[config.mk]
export PLATFORM = sky130hd
export DESIGN_NAME = mem_stage_flat
export DESIGN_NICKNAME = d
export VERILOG_FILES = /design/src/rtl/mem_stage_pkg.sv /design/src/rtl/mem_stage_if.sv /design/src/rtl/mem_stage_load_align.sv /design/src/rtl/mem_stage.sv /design/src/flat_wrapper.sv
export SDC_FILE = /design/constraint.sdc
export NUM_CORES = 1
export LEC_CHECK = 0
export ABC_CLOCK_PERIOD_IN_PS = 53300
export BUFFER_PORTS_ARGS = -buffer_cell sky130_fd_sc_hd__buf_2
export CAP_MARGIN = 5
export CELL_PAD_IN_SITES_DETAIL_PLACEMENT = 0
export CELL_PAD_IN_SITES_GLOBAL_PLACEMENT = 1
export CORE_AREA = 2 2 190 192
export DETAILED_ROUTE_END_ITERATION = 12
export DIE_AREA = 0 0 192 194
export GPL_ROUTABILITY_DRIVEN = 0
export HOLD_SLACK_MARGIN = 0.1
export PLACE_DENSITY = 0.68
export SETUP_SLACK_MARGIN = 0.4
export SLEW_MARGIN = 20
export SYNTH_ARGS = -nofsm -noshare
export SYNTH_HDL_FRONTEND = slang
export SYNTH_HIERARCHICAL = 1
export SYNTH_SLANG_ARGS = --single-unit
[constraint.sdc]
create_clock -name clk -period 53.3 [get_ports clk]
set_input_delay 5.33 -clock clk [delete_from_list [all_inputs] [get_ports clk]]
set_output_delay 5.33 -clock clk [all_outputs]
set_load 0.02 [all_outputs]
[src/rtl/mem_stage_pkg.sv]
// Shared constants for the MEM stage: bus geometry, forwarding field positions
// and the one-hot bit positions of the load-op vector.
package mem_stage_pkg;

    localparam int unsigned MS_BUS_WD  = 203;
    localparam int unsigned MS_RES_LSB = 32;

    // Register-write fields carried in the EX payload; only MS forwarding reads them.
    localparam int unsigned DEST_LSB  = 64;
    localparam int unsigned GR_WE_BIT = 69;

    // es_ld_op is one-hot {ld_w, ld_h, ld_hu, ld_b, ld_bu}.
    localparam int unsigned LD_W  = 4;
    localparam int unsigned LD_H  = 3;
    localparam int unsigned LD_HU = 2;
    localparam int unsigned LD_B  = 1;
    localparam int unsigned LD_BU = 0;

    typedef logic [4:0] ld_op_t;

    function automatic logic [31:0] ext8(input logic [7:0] v, input logic sgn);
        return {{24{sgn & v[7]}}, v};
    endfunction

    function automatic logic [31:0] ext16(input logic [15:0] v, input logic sgn);
        return {{16{sgn & v[15]}}, v};
    endfunction

endpackage

[src/rtl/mem_stage_if.sv]
// EX/MS/WB pipeline link as seen by the MEM stage, plus the data-SRAM response
// and the forwarding outputs towards ID.
interface mem_stage_if
    import mem_stage_pkg::*;
#(
    parameter int unsigned BUS_WD = MS_BUS_WD
) ();

    logic              es_to_ms_valid;
    logic [BUS_WD-1:0] es_to_ms_bus;
    ld_op_t            es_ld_op;
    logic [1:0]        es_addr_lo;
    logic              es_mem_req;
    logic              es_ex;
    logic              es_req_orphan;
    logic              ms_allowin;

    logic              ms_to_ws_valid;
    logic              ws_allowin;
    logic [BUS_WD-1:0] ms_to_ws_bus;

    logic              data_sram_data_ok;
    logic [31:0]       data_sram_rdata;
    logic              flush;

    logic              ms_fwd_valid;
    logic [4:0]        ms_fwd_dest;
    logic [31:0]       ms_fwd_result;
    logic              ms_fwd_block;
    logic              ms_ex_pending;

    // MEM stage side
    modport slave (
        input  es_to_ms_valid, es_to_ms_bus, es_ld_op, es_addr_lo, es_mem_req,
               es_ex, es_req_orphan, ws_allowin, data_sram_data_ok,
               data_sram_rdata, flush,
        output ms_allowin, ms_to_ws_valid, ms_to_ws_bus, ms_fwd_valid,
               ms_fwd_dest, ms_fwd_result, ms_fwd_block, ms_ex_pending
    );

    // Surrounding pipeline (EX, WB, ID, SRAM bridge)
    modport master (
        output es_to_ms_valid, es_to_ms_bus, es_ld_op, es_addr_lo, es_mem_req,
               es_ex, es_req_orphan, ws_allowin, data_sram_data_ok,
               data_sram_rdata, flush,
        input  ms_allowin, ms_to_ws_valid, ms_to_ws_bus, ms_fwd_valid,
               ms_fwd_dest, ms_fwd_result, ms_fwd_block, ms_ex_pending
    );

endinterface

[src/rtl/mem_stage_load_align.sv]
// Load data alignment: selects the addressed byte/half of the SRAM word and
// sign- or zero-extends it according to the one-hot load op.
module mem_stage_load_align
    import mem_stage_pkg::*;
(
    input  ld_op_t      ld_op,
    input  logic [1:0]  addr_lo,
    input  logic [31:0] raw,
    output logic [31:0] result
);

    logic [7:0]  byte_v;
    logic [15:0] half_v;

    always_comb begin
        byte_v = raw[{addr_lo, 3'b000} +: 8];
        half_v = raw[{addr_lo[1], 4'b0000} +: 16];

        result = raw;
        if (ld_op[LD_B]) begin
            result = ext8(byte_v, 1'b1);
        end else if (ld_op[LD_BU]) begin
            result = ext8(byte_v, 1'b0);
        end else if (ld_op[LD_H]) begin
            result = ext16(half_v, 1'b1);
        end else if (ld_op[LD_HU]) begin
            result = ext16(half_v, 1'b0);
        end
    end

endmodule

[src/rtl/mem_stage.sv]
// MEM pipeline stage: holds one instruction from EX, waits for its data-SRAM
// response, aligns load data into the result field and hands off to WB.
module mem_stage
    import mem_stage_pkg::*;
#(
    parameter int unsigned BUS_WD  = MS_BUS_WD,
    parameter int unsigned RES_LSB = MS_RES_LSB
) (
    input  logic      clk,
    input  logic      reset,
    mem_stage_if.slave pif
);

    logic              ms_valid;
    logic [BUS_WD-1:0] ms_bus;
    ld_op_t            ms_ld_op;
    logic [1:0]        ms_addr_lo;
    logic              ms_mem_req;
    logic              ms_ex;

    logic              buf_valid;
    logic [31:0]       data_buf;
    logic [1:0]        cancel_cnt;
    logic [1:0]        cancel_nxt;

    logic              own_data_ok;
    logic              ms_ready_go;
    logic              ms_allowin;
    logic              ms_to_ws_valid;
    logic              retire;
    logic              capture;
    logic              buf_load;
    logic              kill_pending;
    logic [31:0]       raw_data;
    logic [31:0]       load_result;
    logic [BUS_WD-1:0] out_bus;
    logic              fwd_valid;

    // A response while cancel_cnt is non-zero answers a request of a flushed instruction.
    assign own_data_ok    = pif.data_sram_data_ok & (cancel_cnt == 2'd0);
    assign ms_ready_go    = ~ms_mem_req | ms_ex | buf_valid | own_data_ok;
    assign ms_allowin     = ~ms_valid | (ms_ready_go & pif.ws_allowin);
    assign ms_to_ws_valid = ms_valid & ms_ready_go & ~pif.flush;
    assign retire         = ms_to_ws_valid & pif.ws_allowin;
    assign capture        = pif.es_to_ms_valid & ms_allowin & ~pif.flush;
    assign buf_load       = ms_valid & own_data_ok & ~buf_valid & ~pif.flush & ~retire;

    // The MS request is still unanswered only if neither buffered nor answered this cycle.
    assign kill_pending   = ms_valid & ms_mem_req & ~buf_valid & ~own_data_ok;

    always_comb begin
        cancel_nxt = cancel_cnt;
        if (pif.data_sram_data_ok && cancel_cnt != 2'd0) begin
            cancel_nxt = cancel_nxt - 2'd1;
        end
        if (pif.flush) begin
            cancel_nxt = cancel_nxt + {1'b0, kill_pending} + {1'b0, pif.es_req_orphan};
        end
    end

    always_ff @(posedge clk) begin
        if (reset) begin
            ms_valid   <= 1'b0;
            buf_valid  <= 1'b0;
            cancel_cnt <= '0;
        end else begin
            if (pif.flush) begin
                ms_valid <= 1'b0;
            end else if (ms_allowin) begin
                ms_valid <= pif.es_to_ms_valid;
            end

            if (capture || pif.flush || retire) begin
                buf_valid <= 1'b0;
            end else if (buf_load) begin
                buf_valid <= 1'b1;
            end

            cancel_cnt <= cancel_nxt;
        end
    end

    always_ff @(posedge clk) begin
        if (capture) begin
            ms_bus     <= pif.es_to_ms_bus;
            ms_ld_op   <= pif.es_ld_op;
            ms_addr_lo <= pif.es_addr_lo;
            ms_mem_req <= pif.es_mem_req;
            ms_ex      <= pif.es_ex;
        end
        if (buf_load) begin
            data_buf <= pif.data_sram_rdata;
        end
    end

    assign raw_data = buf_valid ? data_buf : pif.data_sram_rdata;

    mem_stage_load_align u_load_align (
        .ld_op   (ms_ld_op),
        .addr_lo (ms_addr_lo),
        .raw     (raw_data),
        .result  (load_result)
    );

    // Excepting loads never got data, so their payload passes through untouched.
    always_comb begin
        out_bus = ms_bus;
        if ((|ms_ld_op) && !ms_ex) begin
            out_bus[RES_LSB +: 32] = load_result;
        end
    end

    assign fwd_valid = ms_valid & ms_bus[GR_WE_BIT] & ~ms_ex;

    assign pif.ms_allowin     = ms_allowin;
    assign pif.ms_to_ws_valid = ms_to_ws_valid;
    assign pif.ms_to_ws_bus   = out_bus;
    assign pif.ms_fwd_valid   = fwd_valid;
    assign pif.ms_fwd_dest    = ms_bus[DEST_LSB +: 5];
    assign pif.ms_fwd_result  = out_bus[RES_LSB +: 32];
    assign pif.ms_fwd_block   = fwd_valid & (|ms_ld_op) & ~ms_ready_go;
    assign pif.ms_ex_pending  = ms_valid & ms_ex;

endmodule

[src/flat_wrapper.sv]
// flat-port wrapper written by rule: the top's interface ports become plain ports
module mem_stage_flat import mem_stage_pkg::*;
#(
    parameter int unsigned BUS_WD  = MS_BUS_WD,
    parameter int unsigned RES_LSB = MS_RES_LSB
)
  (clk, reset, pif_es_to_ms_valid, pif_es_to_ms_bus, pif_es_ld_op, pif_es_addr_lo, pif_es_mem_req, pif_es_ex, pif_es_req_orphan, pif_ws_allowin, pif_data_sram_data_ok, pif_data_sram_rdata, pif_flush, pif_ms_allowin, pif_ms_to_ws_valid, pif_ms_to_ws_bus, pif_ms_fwd_valid, pif_ms_fwd_dest, pif_ms_fwd_result, pif_ms_fwd_block, pif_ms_ex_pending);
  mem_stage_if #(.BUS_WD(BUS_WD)) pif_i ();
  input  logic clk;
  input  logic reset;
  input wire logic [$bits(pif_i.es_to_ms_valid)-1:0] pif_es_to_ms_valid;
  input wire logic [$bits(pif_i.es_to_ms_bus)-1:0] pif_es_to_ms_bus;
  input wire logic [$bits(pif_i.es_ld_op)-1:0] pif_es_ld_op;
  input wire logic [$bits(pif_i.es_addr_lo)-1:0] pif_es_addr_lo;
  input wire logic [$bits(pif_i.es_mem_req)-1:0] pif_es_mem_req;
  input wire logic [$bits(pif_i.es_ex)-1:0] pif_es_ex;
  input wire logic [$bits(pif_i.es_req_orphan)-1:0] pif_es_req_orphan;
  input wire logic [$bits(pif_i.ws_allowin)-1:0] pif_ws_allowin;
  input wire logic [$bits(pif_i.data_sram_data_ok)-1:0] pif_data_sram_data_ok;
  input wire logic [$bits(pif_i.data_sram_rdata)-1:0] pif_data_sram_rdata;
  input wire logic [$bits(pif_i.flush)-1:0] pif_flush;
  output wire logic [$bits(pif_i.ms_allowin)-1:0] pif_ms_allowin;
  output wire logic [$bits(pif_i.ms_to_ws_valid)-1:0] pif_ms_to_ws_valid;
  output wire logic [$bits(pif_i.ms_to_ws_bus)-1:0] pif_ms_to_ws_bus;
  output wire logic [$bits(pif_i.ms_fwd_valid)-1:0] pif_ms_fwd_valid;
  output wire logic [$bits(pif_i.ms_fwd_dest)-1:0] pif_ms_fwd_dest;
  output wire logic [$bits(pif_i.ms_fwd_result)-1:0] pif_ms_fwd_result;
  output wire logic [$bits(pif_i.ms_fwd_block)-1:0] pif_ms_fwd_block;
  output wire logic [$bits(pif_i.ms_ex_pending)-1:0] pif_ms_ex_pending;
  assign pif_i.es_to_ms_valid = pif_es_to_ms_valid;
  assign pif_i.es_to_ms_bus = pif_es_to_ms_bus;
  assign pif_i.es_ld_op = pif_es_ld_op;
  assign pif_i.es_addr_lo = pif_es_addr_lo;
  assign pif_i.es_mem_req = pif_es_mem_req;
  assign pif_i.es_ex = pif_es_ex;
  assign pif_i.es_req_orphan = pif_es_req_orphan;
  assign pif_i.ws_allowin = pif_ws_allowin;
  assign pif_i.data_sram_data_ok = pif_data_sram_data_ok;
  assign pif_i.data_sram_rdata = pif_data_sram_rdata;
  assign pif_i.flush = pif_flush;
  assign pif_ms_allowin = pif_i.ms_allowin;
  assign pif_ms_to_ws_valid = pif_i.ms_to_ws_valid;
  assign pif_ms_to_ws_bus = pif_i.ms_to_ws_bus;
  assign pif_ms_fwd_valid = pif_i.ms_fwd_valid;
  assign pif_ms_fwd_dest = pif_i.ms_fwd_dest;
  assign pif_ms_fwd_result = pif_i.ms_fwd_result;
  assign pif_ms_fwd_block = pif_i.ms_fwd_block;
  assign pif_ms_ex_pending = pif_i.ms_ex_pending;
  mem_stage #(.BUS_WD(BUS_WD), .RES_LSB(RES_LSB)) u_core (.clk(clk), .reset(reset), .pif(pif_i));
endmodule
== Yosys cells after proc, flatten, opt, wreduce, memory -nomap -nowiden ==
Index checks and enable logic that the tools add are counted.

* Eq/ne operators: 0
* Multiply operators: 0
* Bitwise gates (word level): 31
* Shifts and indexed selects: 2
* Add/subtract/negate cells: 3
* Multiplexer cells: 8
* $lt $le $gt $ge: 0
* Reduce and logical (&&, ||, !) cells: 10
* Div/mod/pow operators: 0

{| class="wikitable"
|+ Operators with widths
! kind !! number
|-
| two-way mux 32 bit || 6
|-
| indexed part select 32 x 6 -> 16 bit || 1
|-
| indexed part select 32 x 6 -> 8 bit || 1
|-
| bitwise AND 1 bit || 19
|-
| NOT 1 bit || 8
|-
| OR reduction 5 bit || 1
|-
| adder 2 x 1 -> 2 bit || 2
|-
| two-way mux 2 bit || 2
|-
| OR 1 bit || 4
|-
| OR reduction 2 bit || 2
|-
| logical AND 1 bit || 2
|-
| zero test 2 bit || 1
|-
| logical OR 1 bit || 2
|-
| nonzero test 2 bit || 1
|-
| subtractor 2 x 1 -> 2 bit, second input constant || 1
|-
| zero test 1 bit || 1
|}

* Logic and storage cells: 63
* Bits in latches: 0
* Output and inout port bits: 245
* Register bits after elaboration: 248
* Memories kept: 0
* ROM bits: 0
* RAM bits: 0

== Depth between registers and ports, before layout ==
Gate-level depths: netlist of run 1.

* Word-level depth: 11
* Mapped depth: 10
* Mapped depth without buffers: 9

== By module ==
Netlist of run 1, hierarchy kept.

{| class="wikitable"
|+ By module, submodules not included
! module !! area each (um2) !! cells each !! seq. area each (um2) !! times used
|-
| mem_stage || 10,136.0 || 571 || 7,407.1 || 1
|-
| mem_stage_load_align || 852.1 || 119 || 0.0 || 1
|}

== Least setup slack after synthesis of run 1 ==
Ideal clock, no wire load.

* Path type: input port to flip-flop
* Start point: input port pif_data_sram_data_ok
* End point: register u_core.ms_addr_lo[0] (enable)
* Data arrival time: 21.179 ns
* Buffers on the path: 1
* Cell stages on the path: 4
* Data required time: 52.200 ns
* Library setup time: 1.100 ns
* Path slack: 31.021 ns
* Cell sequence: and2_1 -> clkbuf_1 -> o31ai_1 -> a211oi_1

* Word-level cells in the longest chain between the ends: 6

{| class="wikitable"
|+ Ends and longest elaborated chain
! item !! RTL line !! text
|-
| start, declared || flat_wrapper.sv:19 || <nowiki>input wire logic [$bits(pif_i.data_sram_data_ok)-1:0] pif_data_sram_data_ok;</nowiki>
|-
| bitwise AND 1 bit || mem_stage.sv:40 || <nowiki>assign own_data_ok = pif.data_sram_data_ok & (cancel_cnt == 2'd0);</nowiki>
|-
| OR 1 bit || mem_stage.sv:41 || <nowiki>assign ms_ready_go = ~ms_mem_req | ms_ex | buf_valid | own_data_ok;</nowiki>
|-
| bitwise AND 1 bit || mem_stage.sv:42 || <nowiki>assign ms_allowin = ~ms_valid | (ms_ready_go & pif.ws_allowin);</nowiki>
|-
| OR 1 bit || mem_stage.sv:42 ||
|-
| bitwise AND 1 bit (2 in a row) || mem_stage.sv:45 || <nowiki>assign capture = pif.es_to_ms_valid & ms_allowin & ~pif.flush;</nowiki>
|-
| via u_core.capture || mem_stage.sv:31 || <nowiki>logic capture;</nowiki>
|-
| end signal, assigned || mem_stage.sv:87 || <nowiki>ms_addr_lo <= pif.es_addr_lo;</nowiki>
|-
| end, declared || mem_stage.sv:17 || <nowiki>logic [1:0] ms_addr_lo;</nowiki>
|}

The timed path passes the listed nets, and every way through them passes these cells.
A chain may end at the register's enable or synchronous reset.

== Worst setup path after layout of run 1 ==
* Start point: input port pif_data_sram_rdata[23]
* End point: output port pif_ms_fwd_result[25]

* Word-level cells in the longest chain between the ends: 4

{| class="wikitable"
|+ Ends and longest elaborated chain
! item !! RTL line !! text
|-
| start, declared || flat_wrapper.sv:20 || <nowiki>input wire logic [$bits(pif_i.data_sram_rdata)-1:0] pif_data_sram_rdata;</nowiki>
|-
| two-way mux 32 bit || mem_stage.sv:96 || <nowiki>assign raw_data = buf_valid ? data_buf : pif.data_sram_rdata;</nowiki>
|-
| via u_core.raw_data[23] || mem_stage.sv:34 || <nowiki>logic [31:0] raw_data;</nowiki>
|-
| indexed part select 32 x 6 -> 8 bit || mem_stage_load_align.sv:16 || <nowiki>byte_v = raw[{addr_lo, 3'b000} +: 8];</nowiki>
|-
| two-way mux 32 bit || mem_stage_load_align.sv:20 || <nowiki>if (ld_op[LD_B]) begin</nowiki>
|-
| via u_core.load_result[25] || mem_stage.sv:35 || <nowiki>logic [31:0] load_result;</nowiki>
|-
| two-way mux 32 bit || mem_stage.sv:108 || <nowiki>if ((|ms_ld_op) && !ms_ex) begin</nowiki>
|-
| end, declared || flat_wrapper.sv:27 || <nowiki>output wire logic [$bits(pif_i.ms_fwd_result)-1:0] pif_ms_fwd_result;</nowiki>
|}

The timed path passes the listed nets, and every way through them passes these cells.

==> flow_metrics.tcl, run 1 <==
set metrics [dict create \
    status "completed" \
    power_mw 0.481 \
    hold_buffers 0 \
    r2r-start "u_core/buf_valid" \
    rsz0062_at_grt "no" \
    cp.arrival_ns 7.03 \
    end_kind "output pin" \
    post-route-period-util_pct 23.2 \
    io_pins 496 \
    crit_required_ns 47.97 \
    slew_viol_final 0 \
    synth_top_area_share_pct 66.7 \
    ys_warn_count 6 \
    hpwlAfterDp_um 23700 \
    antenna_left 0 \
    hp-start "u_core/buf_valid" \
    hold_violations 0 \
    power_frac_seq_pct 47.1 \
    worst-path-max-fanout 16 \
    clk_pin_slew_worst_paths_ns 0.06 \
    max_cap_viol_count 0 \
    clockBufferDepth 3 \
    hold_class "reg2reg" \
    worst_clock_skew_ns 0.00767 \
    p_switching_mw 0.117 \
    fin_area_mm2 0.0134 \
    grt_pass1_wl_um 42700 \
    place_area_mm2 0.0124 \
    stdcell_count 1486 \
    power.density_mw_per_mm2 36.0 \
    grt_remaining_overflow 0 \
    ctsHtreeMaxLevel 1 \
    vias 6401 \
    syn2layout_area_growth_pct 21.7 \
    dr.pass1.iters 4 \
    tns_ns 0 \
    io_buffers 495 \
    start_util_pct 31.2 \
    fp.dieH_um 194 \
    layout-drive-gt1-share_pct 61.6 \
    core_mm2 0.0352 \
    wl_um 30600 \
    sw_frac_of_total_pct 24.3 \
    chipWidth_um 192 \
    drt_iter0_drc 296 \
    startpoint "pif_data_sram_rdata[23]" \
    fmax_ghz 0.0809 \
    nets 1248 \
    synth_top_cell_by_area "edfxtp_1" \
    combPwrFrac_pct 11.3 \
    intPower_mw 0.364 \
    syn_area_mm2 0.0110 \
    startpoint_type "input pin" \
    critPathKind "in2out" \
    setup_viol 0 \
    cts_tree "yes" \
    cts_root_buf "clkbuf_16" \
    drc 0 \
    placed_cells 1425 \
    p_leak_nw 5.64 \
    dieArea_mm2 0.0372 \
    viasPerCell 4.31 \
    yosysSeqAreaShare_pct 67.4 \
    ir_worst_vdd_uv 28.9 \
    rows 69 \
    fillers 3439 \
    yosys_register_bits 248 \
    syn_area_per_cell_um2 15.9 \
    clk_latency_ns 0.56 \
    grt_pass1_vias 6422 \
    antenna_found_initial 21 \
    ys_top_cells_by_area "edfxtp_1 (67%), buf_4 (14%), mux2_4 (4.1%), mux2_2 (3.8%), mux2i_1 (1.7%)" \
    grt_max_degree 82 \
    power_frac_clock_pct 41.7 \
    syn_nets 943 \
    synthCells 690 \
    period_minus_slack_ns 12.36 \
    gr-usage-all-layers_pct 15.7 \
    cts.sinks 248 \
    maxSlewHeadroom_pct 27.2 \
    post_drt_wl_per_cell_um 20.6 \
    cts-buffers-inserted 29 \
    post_cts_buffers 0 \
    synth_cell_types 48 \
    postCtsResizedCells 0 \
    worst_slew_pin_slew_ns 1.09 \
]
## cell families (layout without fill, tap and decap cells)
family / after synthesis / in the layout / synth area share (%)
flops: 248 / 248 / 67.4
buf+inv: 235 / 562 / 15.9
simple gates: 87 / 87 / 4.28
mux: 86 / 86 / 9.62
compound gates: 31 / 31 / 2.41
fa+ha+maj: 2 / 2 / 0.296
xor+xnor: 1 / 1 / 0.0797
other cells: 0 / 8 / 0
## metal layers
layer	vias up	track usage (%)	share of wire (%)
li1	2947	-	-
met1	3044	17.3	36
met2	301	26.5	50
met3	83	7.37	10
met4	26	5.57	3.7
met5	-	0	0.56
## cells in the final DEF, fill, tap and decap left out, types with 3 or more instances in the layout
cell / count
nand2_1: 20
mux2_2: 37
mux2i_1: 19
clkinv_1: 9
diode_2: 8
dfxtp_1: 4
o22ai_1: 7
nand3_1: 36
and3_1: 8
nor2_1: 4
buf_4: 6
buf_2: 495
nor3_1: 3
inv_1: 8
clkinv_2: 4
a311o_1: 7
bufinv_16: 4
mux2_4: 30
clkbuf_1: 3
clkbuf_16: 29
edfxtp_1: 244
## power by group through the flow
stage	logic (mW)	registers [mW]	clock network, mW
final	0.0541	0.227	0.200
after global routing	0.0583	0.227	0.213
after CTS	0.0551	0.227	0.207
after detailed placement	0.0550	0.231	0
after global placement	0.0542	0.230	0
after floorplan	0.0411	0.234	0
## per-stage QoR
stage | util [%] | hold WS, ns | setup WS [ns]
after floorplan | - | 0.615 | 31.02
after detailed placement | 35.2 | 0.566 | 40.93
after global placement | 35.2 | 0.564 | 40.98
final | 38.0 | 0.587 | 40.94
after CTS | 37.9 | 0.581 | 40.93
after global routing | 37.9 | 0.631 | 40.85
## synth_stat cells, drive strengths merged
cell / count
clkbuf: 4
nor3b: 1
inv: 8
o21a: 1
a31oi: 1
mux2i: 19
or2: 2
o311a: 2
nor2: 5
ha: 1
fa: 1
a21oi: 3
dfxtp: 4
xnor2: 1
nor4b: 1
a311o: 7
o21bai: 1
and3b: 1
and3: 8
a211oi: 1
o21ai: 5
mux2: 67
a21o: 1
o31ai: 1
a22oi: 1
nand2: 21
nand2b: 2
and2: 3
edfxtp: 244
o22ai: 7
and2b: 1
nor3: 3
buf: 223
nor4: 2
nand3: 37
## cell type report
cell class	instances	area, um2	share of cell area (%)
antenna	8	20.0	0.150
clock buffer	32	737	5.51
clock inverter	21	219	1.64
inverter	8	30.0	0.225
multi-input combinational	207	1860	13.9
sequential	248	7410	55.4
tap	461	577	4.31
timing repair buffer	501	2520	18.9
## final timing paths
path	end	slack (ns)	cells after the start
worst max register to register	u_core/ms_bus[123]	49.77	6
worst min-delay path	u_core/buf_valid	0.59	2
worst min register to register	u_core/buf_valid	0.59	2
worst max-delay path	pif_ms_fwd_result[25]	40.94	7
## flip-flops by register name, summed over array words and instances (netlist names)
| register | flops |
|---|---|
| u_core/ms_ex | 1 |
| u_core/cancel_cnt | 2 |
| u_core/ms_mem_req | 1 |
| u_core/ms_addr_lo | 2 |
| u_core/ms_ld_op | 5 |
| u_core/data_buf | 32 |
| u_core/buf_valid | 1 |
| u_core/ms_bus | 203 |
| u_core/ms_valid | 1 |
## worst max-delay path: stages
cell     delay (ns)
buf_2          0.11
mux2_2         0.29
mux2_2         0.32
nand2_2        0.33
nand3_1        0.16
mux2_4         0.32
buf_2          0.16
Note: power is estimated with default switching activity, not from simulation.
==> inputs of run 2 (changes only) <==
ABC_AREA = 1   (was unset)
ABC_CLOCK_PERIOD_IN_PS = 12530   (was 53300)
CORE_AREA = 2 2 191 193   (was 2 2 190 192)
DIE_AREA = 0 0 193 195   (was 0 0 192 194)
PLACE_DENSITY = 0.71   (was 0.68)
clock period = 12.53 ns   (was 53.3 ns; I/O delays follow)
==> run 2 against run 1 <==
Effect of this change:
- via count rose by 16%
- routed wire length grew 9.8%
- die area is 1.0% higher
- clock power rose to 4.3 times the previous value
- cell count grew 18%
- largest cell class unchanged
- largest power group unchanged
- highest routed layer unchanged
==> flow_metrics.tcl, run 2 <==
set metrics [dict create \
    dieArea_mm2 0.0376 \
    post_cts_buffers 0 \
    synthCells 970 \
    end_kind "output pin" \
    fp.dieH_um 195 \
    antenna_left 0 \
    viasPerCell 4.25 \
    rows 69 \
    dr.pass1.iters 4 \
    clk_latency_ns 0.55 \
    clk_pin_slew_worst_paths_ns 0.06 \
    final_common_cell "buf_2" \
    syn_nets 1223 \
    wl_um 33600 \
    io_buffers 495 \
    maxSlewHeadroom_pct 28.3 \
    drt_iter0_drc 319 \
    syn_area_per_cell_um2 11.6 \
    ys_async_sr_fraction_pct 0 \
    crit_required_ns 11.28 \
    grt_pass1_wl_um 47900 \
    core_mm2 0.0354 \
    clockBufferDepth 3 \
    synth-edff-count 244 \
    post-route-period-util_pct 35.4 \
    hold_class "reg2reg" \
    yosys_register_bits 248 \
    worst_slew_pin_slew_ns 1.08 \
    synth_commonest_cells "nand2_1 (312), edfxtp_1 (244), buf_4 (211)" \
    multi_input_area_mm2 0.00184 \
    ir_worst_vdd_uv 134 \
    fillers 3596 \
    grt_pass1_vias 7589 \
    hpwlAfterDp_um 25700 \
    layout-drive-gt1-share_pct 43.8 \
    p_leak_nw 6.24 \
    synth_top_cell_by_area "edfxtp_1" \
    placed_cells 1695 \
    rsz0062_at_grt "no" \
    chipWidth_um 193 \
    hold_buffers 0 \
    critPathKind "reg2out" \
    hold_violations 0 \
    period_minus_slack_ns 4.43 \
    top_regs "u_core/ms_bus (203), u_core/data_buf (32), u_core/ms_ld_op (5)" \
    vias 7456 \
    ctsHtreeMaxLevel 1 \
    nets 1517 \
    post_drt_wl_per_cell_um 19.2 \
    grt_remaining_overflow 0 \
    setup_viol 0 \
    cts_root_buf "clkbuf_16" \
    grt_max_degree 85 \
    start_util_pct 31.7 \
    antenna_found_initial 14 \
    gr-usage-all-layers_pct 17.4 \
    regArea_mm2 0.00741 \
    startpoint_type "flip-flop" \
    synth_top_area_share_pct 65.4 \
    drc 0 \
    cts.sinks 248 \
    power.density_mw_per_mm2 151 \
    io_pins 496 \
    cts_tree "yes" \
    synth_cell_types 34 \
    tns_ns 0 \
    top_register "u_core/ms_bus" \
    worst_clock_skew_ns 0.00849 \
    ys_top_cells_by_area "edfxtp_1 (65%), buf_4 (14%), nand2_1 (10%), nand3_1 (3.5%), inv_1 (1.7%)" \
    fmax_ghz 0.226 \
    worst-path-max-fanout 24 \
    cts-buffers-inserted 28 \
    ys_warn_count 6 \
    power_mw 2.04 \
    largest_reg_flops 203 \
    syn_area_mm2 0.0112 \
    max_cap_viol_count 0 \
    layout_common_cells "buf_2 (495), nand2_1 (312), edfxtp_1 (244), nand3_1 (79), inv_1 (51)" \
    syn2layout_area_growth_pct 20.9 \
    postCtsResizedCells 0 \
    cp.arrival_ns 3.18 \
    stdcell_count 1753 \
    status "completed" \
    slew_viol_final 0 \
    synth.most_common_cell "nand2_1" \
    synth_ff_type "edfxtp_1" \
    yosysSeqAreaShare_pct 66.1 \
]
[run 2: critical path, cell delays in order, from the launching register on]
cell     delay, ns
dfxtp_1       0.62
buf_4         0.37
nand2_1       0.10
nand2_1       0.16
inv_1         0.06
nand2_1       0.05
nand3_1       0.08
nand2_1       0.10
nand2_2       0.37
nand2_1       0.19
nand3_1       0.09
nand2_1       0.21
buf_2         0.20
[run 2: final cells by class]
class	instances	share of cell area (%)
Timing Repair Buffer	501	18.6
Clock inverter	17	1.59
Antenna cell	7	0.129
Tap cell	461	4.26
Multi-Input combinational cell	427	13.6
Inverter	58	1.66
Clock buffer	34	5.50
Sequential cell	248	54.7
[run 2: per-stage QoR]
| stage | setup WS (ns) | util, % | area [um2] | hold WS, ns |
|---|---|---|---|---|
| after detailed placement | 8.37 | 35.5 | 12600 | 0.613 |
| final | 8.10 | 38.3 | 13500 | 0.618 |
| after global routing | 7.80 | 38.2 | 13500 | 0.665 |
| after global placement | 8.37 | 35.5 | 12600 | 0.612 |
| after CTS | 8.08 | 38.2 | 13500 | 0.627 |
| after floorplan | 1.20 | - | 11200 | 0.555 |
[run 2: report_power, final]
| part | internal, mW | switching [mW] |
|---|---|---|
| combinational | 0.0755 | 0.150 |
| clock | 0.524 | 0.331 |
| sequential | 0.951 | 0.0100 |
| total | 1.55 | 0.491 |
[run 2: path summary, 6_finish.rpt]
path / startpoint / endpoint / slack (ns) / depth (start not counted)
worst min register to register: u_core/cancel_cnt[0] / u_core/cancel_cnt[0] / 0.62 / 2
worst max register to register: u_core/buf_valid / u_core/ms_bus[180] / 9.11 / 8
worst max-delay path: u_core/buf_valid / pif_ms_fwd_result[16] / 8.10 / 12
worst min-delay path: u_core/cancel_cnt[0] / u_core/cancel_cnt[0] / 0.62 / 2
[run 2: layer usage]
layer  vias up  GRT usage, %  part of all wire, %
met5         -             0                 0.28
met4        16          5.72                  2.9
met3        59          6.52                  9.7
met2       300          31.5                   52
met1      3486          18.5                   35
li1       3595             -                    -
[run 2: kinds of logic (layout without fill, tap and decap cells)]
family	after synthesis	after routing	synth area share (%)
compound gates	7	7	0.368
xor+xnor	1	1	0.0782
fa+ha+maj	2	2	0.290
buf+inv	295	610	17.6
flops	248	248	66.1
other cells	0	7	0
simple gates	417	417	15.6
